`src/rtl/addsub_serial_nbit.sv`:
```
// Chunk-serial N-bit adder/subtractor: K bits per clock, LSB chunk first,
// with registered carry-out, two's-complement overflow and zero flags.
module addsub_serial_nbit #(
    parameter int N = 16,
    parameter int K = 4
) (
    input  logic         clk,
    input  logic         rst,
    input  logic         start,
    input  logic [N-1:0] x,
    input  logic [N-1:0] y,
    input  logic         add_n,
    output logic         busy,
    output logic         done,
    output logic [N-1:0] sum,
    output logic         cout,
    output logic         ovf,
    output logic         zero,
    output logic [1:0]   dbg_state_o
);

    // Handshake: start is taken only in IDLE or DONE (ignored in RUN);
    // done is a one-cycle strobe and the result set stays put until the
    // next accepted start begins overwriting it.
    localparam int C  = N / K;
    localparam int IW = (C > 1) ? $clog2(C) : 1;
    localparam logic [IW-1:0] IDX_LAST = IW'(C - 1);

    typedef enum logic [1:0] {
        IDLE = 2'd0,
        RUN  = 2'd1,
        DONE = 2'd2
    } state_t;

    state_t        state_q;
    logic [N-1:0]  xa_q;
    logic [N-1:0]  yb_q;
    logic          carry_q;
    logic [IW-1:0] idx_q;
    logic [N-1:0]  sum_q;
    logic          busy_q;
    logic          done_q;
    logic          cout_q;
    logic          ovf_q;
    logic          zero_q;

    logic [31:0]   base;
    logic [K:0]    chunk_res;
    logic [N-1:0]  sum_d;
    logic          ovf_d;

    // yb_q already holds the inverted operand for subtraction, so the
    // chunk adder never needs to know the mode.
    always_comb begin
        base      = 32'(idx_q) * 32'(K);
        chunk_res = {1'b0, xa_q[base +: K]} + {1'b0, yb_q[base +: K]}
                  + {{K{1'b0}}, carry_q};
        sum_d     = sum_q;
        sum_d[base +: K] = chunk_res[K-1:0];
        ovf_d     = (xa_q[N-1] == yb_q[N-1]) && (sum_d[N-1] != xa_q[N-1]);
    end

    always_ff @(posedge clk) begin
        if (rst) begin
            state_q <= IDLE;
            xa_q    <= '0;
            yb_q    <= '0;
            carry_q <= 1'b0;
            idx_q   <= '0;
            sum_q   <= '0;
            busy_q  <= 1'b0;
            done_q  <= 1'b0;
            cout_q  <= 1'b0;
            ovf_q   <= 1'b0;
            zero_q  <= 1'b1;
        end else begin
            case (state_q)
                IDLE, DONE: begin
                    done_q <= 1'b0;
                    if (start) begin
                        xa_q    <= x;
                        yb_q    <= y ^ {N{add_n}};
                        carry_q <= add_n;
                        idx_q   <= '0;
                        busy_q  <= 1'b1;
                        state_q <= RUN;
                    end else begin
                        state_q <= IDLE;
                    end
                end
                RUN: begin
                    sum_q   <= sum_d;
                    carry_q <= chunk_res[K];
                    if (idx_q == IDX_LAST) begin
                        idx_q   <= '0;
                        busy_q  <= 1'b0;
                        done_q  <= 1'b1;
                        cout_q  <= chunk_res[K];
                        ovf_q   <= ovf_d;
                        zero_q  <= (sum_d == '0);
                        state_q <= DONE;
                    end else begin
                        idx_q <= idx_q + 1'b1;
                    end
                end
                default: begin
                    busy_q  <= 1'b0;
                    done_q  <= 1'b0;
                    state_q <= IDLE;
                end
            endcase
        end
    end

    assign busy        = busy_q;
    assign done        = done_q;
    assign sum         = sum_q;
    assign cout        = cout_q;
    assign ovf         = ovf_q;
    assign zero        = zero_q;
    assign dbg_state_o = state_q;

endmodule

```
`config.mk`:
```
export PLATFORM = sky130hd
export DESIGN_NAME = addsub_serial_nbit
export DESIGN_NICKNAME = d
export VERILOG_FILES = /design/src/rtl/addsub_serial_nbit.sv
export SDC_FILE = /design/constraint.sdc
export NUM_CORES = 1
export LEC_CHECK = 0
export CORE_ASPECT_RATIO = 1.4
export CORE_UTILIZATION = 45
export DETAILED_ROUTE_END_ITERATION = 10
export GPL_TIMING_DRIVEN = 0
export PLACE_DENSITY = 0.7
export RECOVER_POWER = 25
export SLEW_MARGIN = 20
export SYNTH_ARGS = -nofsm -noshare
export SYNTH_HDL_FRONTEND = slang
export SYNTH_SLANG_ARGS = --single-unit
export TNS_END_PERCENT = 50
```
`constraint.sdc`:
```
create_clock -name clk -period 4.1 [get_ports clk]
set_input_delay 1.23 -clock clk [delete_from_list [all_inputs] [get_ports clk]]
set_output_delay 1.23 -clock clk [all_outputs]
set_load 0.03 [all_outputs]
```
==> reports/metrics.cfg <==
[clocking]
clk_path_buf_depth = 2
cts_max_level = 3
numCtsBuffers = 9
path_clk_slew_ps = 70
clk_latency_ps = 340
cts_hold_buffers = 0
cts_setup_buffers = 0
post_cts_resized = 0
cts_root_buffer = clkbuf_8
cts_tree = built
clock-sinks = 58

[global_route]
grt_pass1_wl_um = 11100
grtUsageTotal_pct = 21.5
grt_pass1_vias = 2416
grt_max_degree = 11
overflow = 0
grt_antenna_before_repair = 0

[synthesis]
netlist_instances = 315
yosysMostFrequentCell = dfxtp_1
synth_top_cell_area_share_pct = 40.7
synthFlopType = dfxtp_1
synth_top_cell_by_area = dfxtp_1
yosys-top-cells-count = dfxtp_1 (58), nand2_1 (40), nor2_1 (37)
synth.avg_cell_area_um2 = 9.05
async_reset_ff_share_pct = 0
syn_area_mm2 = 0.00285
syn_nets = 362
ys_seq_area_share_pct = 40.7
synth.area.top_cells = dfxtp_1 (41%), mux4_2 (6.3%), nand2_1 (5.3%)
synth_edf_count = 0
ys_warn_count = 0
ys_seq_elements = 58
synthDistinctLibCells = 44

[critical_path]
rrSetupSlack_ps = 880
reg2regPathDepth = 9
critical-path-slowest-cell = mux4_2
crit_family = multiplexers
max_stage_delay_ps = 590
worstPathMaxFanout = 10
cp_cell_sequence = clkbuf_2, buf_2, mux4_2, fa_1, and3_4, or3_4, a41oi_2, mux2i_1, a311oi_1
path_class = flip-flop to flip-flop
start_kind = flip-flop
cp.arrival_ps = 3430
r2r-end = ovf
r2r_start = idx_q[0]
cp.required_ps = 4310
critPathCaptureType = flip-flop
cp_num_buf_inv = 2

[final_layout]
area_delta_synth_final_pct = 30.7
fillers = 516
nets = 429
drive_gt1_share_pct = 10.1
diodes = 0

[power]
p_per_area_mw_per_mm2 = 404
p_leak_nw = 1.39
vdd_drop_max_uv = 236

[worst_hold_path]
hp-class = flip-flop to flip-flop
min_from = xa_q[7]
min_to = xa_q[7]
hold_depth = 2

[placement]
place_congestion = 0.842
portBuffers = 56
dp_hpwl_um = 4930

[sta]
slew_viol_final = 0
fmax_mhz = 310
max_slew_margin_pct = 59.7
hold_viol = 0
rsz0062_at_grt = no
setup_viol = 0
tns_ps = 0
fin_crit_sh_pct = 78.6
fin_hold_ws_ps = 453
clock_skew_ps = 6.45
worst_slew_pin_slew_ps = 605
min_period_ps = 3220

[drt]
totalWireLength_um = 6590
drt-initial-drc-count = 101
via_per_inst = 5.34
ant_nets = 0
drc = 0
dr_total_vias = 2439
dr.pass1.iters = 5
wl_per_cell_um = 14.4

[floorplanning]
die_area_mm2 = 0.00666
coreArea_mm2 = 0.00599
die_y_um = 96.2
io-pin-count = 59
die_width_um = 69.3
row_count = 33
initial_core_util_pct = 47.6

[flow_run]
max-cap-violations = 0

[run_status]
status = finished, final reports clean

-- worst min-delay path, stage by stage (launching register included) --
cell and delay (ps):
dfxtp_1 310, nand2_1 50, a21oi_1 50
-- layout make-up --
type                            count  area (um^2)  area share [%]
Clock inverter                      4         72.6            1.95
Tap cell                           70         87.6            2.35
Buffer                             23          118            3.16
Timing Repair Buffer               56          561            15.0
Multi-Input combinational cell    226         1530            41.1
Clock buffer                       12          165            4.43
Sequential cell                    58         1160            31.2
Inverter                            8         30.0           0.806
-- cell usage in the layout (no fill, tap or decap), drive strengths merged, types with 9 or more instances in the layout --
cell / count
a211oi: 17
a21oi: 25
a22oi: 14
clkbuf: 27
clkdlybuf4s50: 50
dfxtp: 58
ha: 9
nand2: 40
nor2: 37
xnor2: 17
-- flip-flops by register name, indices dropped and copies added (netlist names) --
signal and cells:
busy 1, carry_q 1, cout 1, dbg_state_o 2, done 1, idx_q 2, ovf 1, sum 16
xa_q 16, yb_q 16, zero 1
-- per-stage QoR --
step / area [um^2] / utilization (%) / instances / power [mW] / worst slack, ps
3_3_place_gp: 3500 / 58.4 / 441 / 0.889 / 864
2_1_floorplan: 2850 / - / 315 / 0.800 / 1230
5_1_grt: 3730 / 62.2 / 457 / 1.57 / 591
4_1_cts: 3740 / 62.4 / 457 / 1.51 / 812
6_report: 3730 / 62.2 / 457 / 1.51 / 878
3_5_place_dp: 3500 / 58.4 / 441 / 0.893 / 840
-- cells by family (layout without fill, tap and decap cells) --
logic type | after synthesis | count (layout) | synth area share, %
and+or+nand+nor | 115 | 115 | 19.0
xor gates and xnor gates | 17 | 17 | 5.22
AOI/OAI and AO/OA | 73 | 73 | 17.1
muxes | 10 | 10 | 7.02
DFF | 58 | 58 | 40.7
adders and majority gates | 11 | 11 | 5.36
buffers and inverters | 31 | 103 | 5.53
-- worst max path at each step --
| stage | startpoint | slack [ps] | to | depth (start not counted) |
|---|---|---|---|---|
| 2_1_floorplan | idx_q[0] | 1230 | zero | 9 |
| 3_3_place_gp | idx_q[0] | 860 | ovf | 9 |
| 3_5_place_dp | idx_q[0] | 840 | ovf | 9 |
| 4_1_cts | idx_q[0] | 810 | ovf | 9 |
| 5_1_grt | idx_q[0] | 590 | zero | 11 |
| 6_report | idx_q[0] | 880 | ovf | 9 |
-- power breakdown --
group | internal (mW) | switching (mW) | total, mW
Combinational | 0.125 | 0.141 | 0.266
Clock | 0.391 | 0.236 | 0.627
Sequential | 0.595 | 0.0191 | 0.614
-- routing by layer --
metal	track usage (%)	part of all wire, %	routed length (um)
met1	22.5	42	2780
met2	40.0	52	3440
met3	4.82	3.5	233
met4	11.4	2.1	137
met5	0	0	0
(Power assumes the default switching activity.)
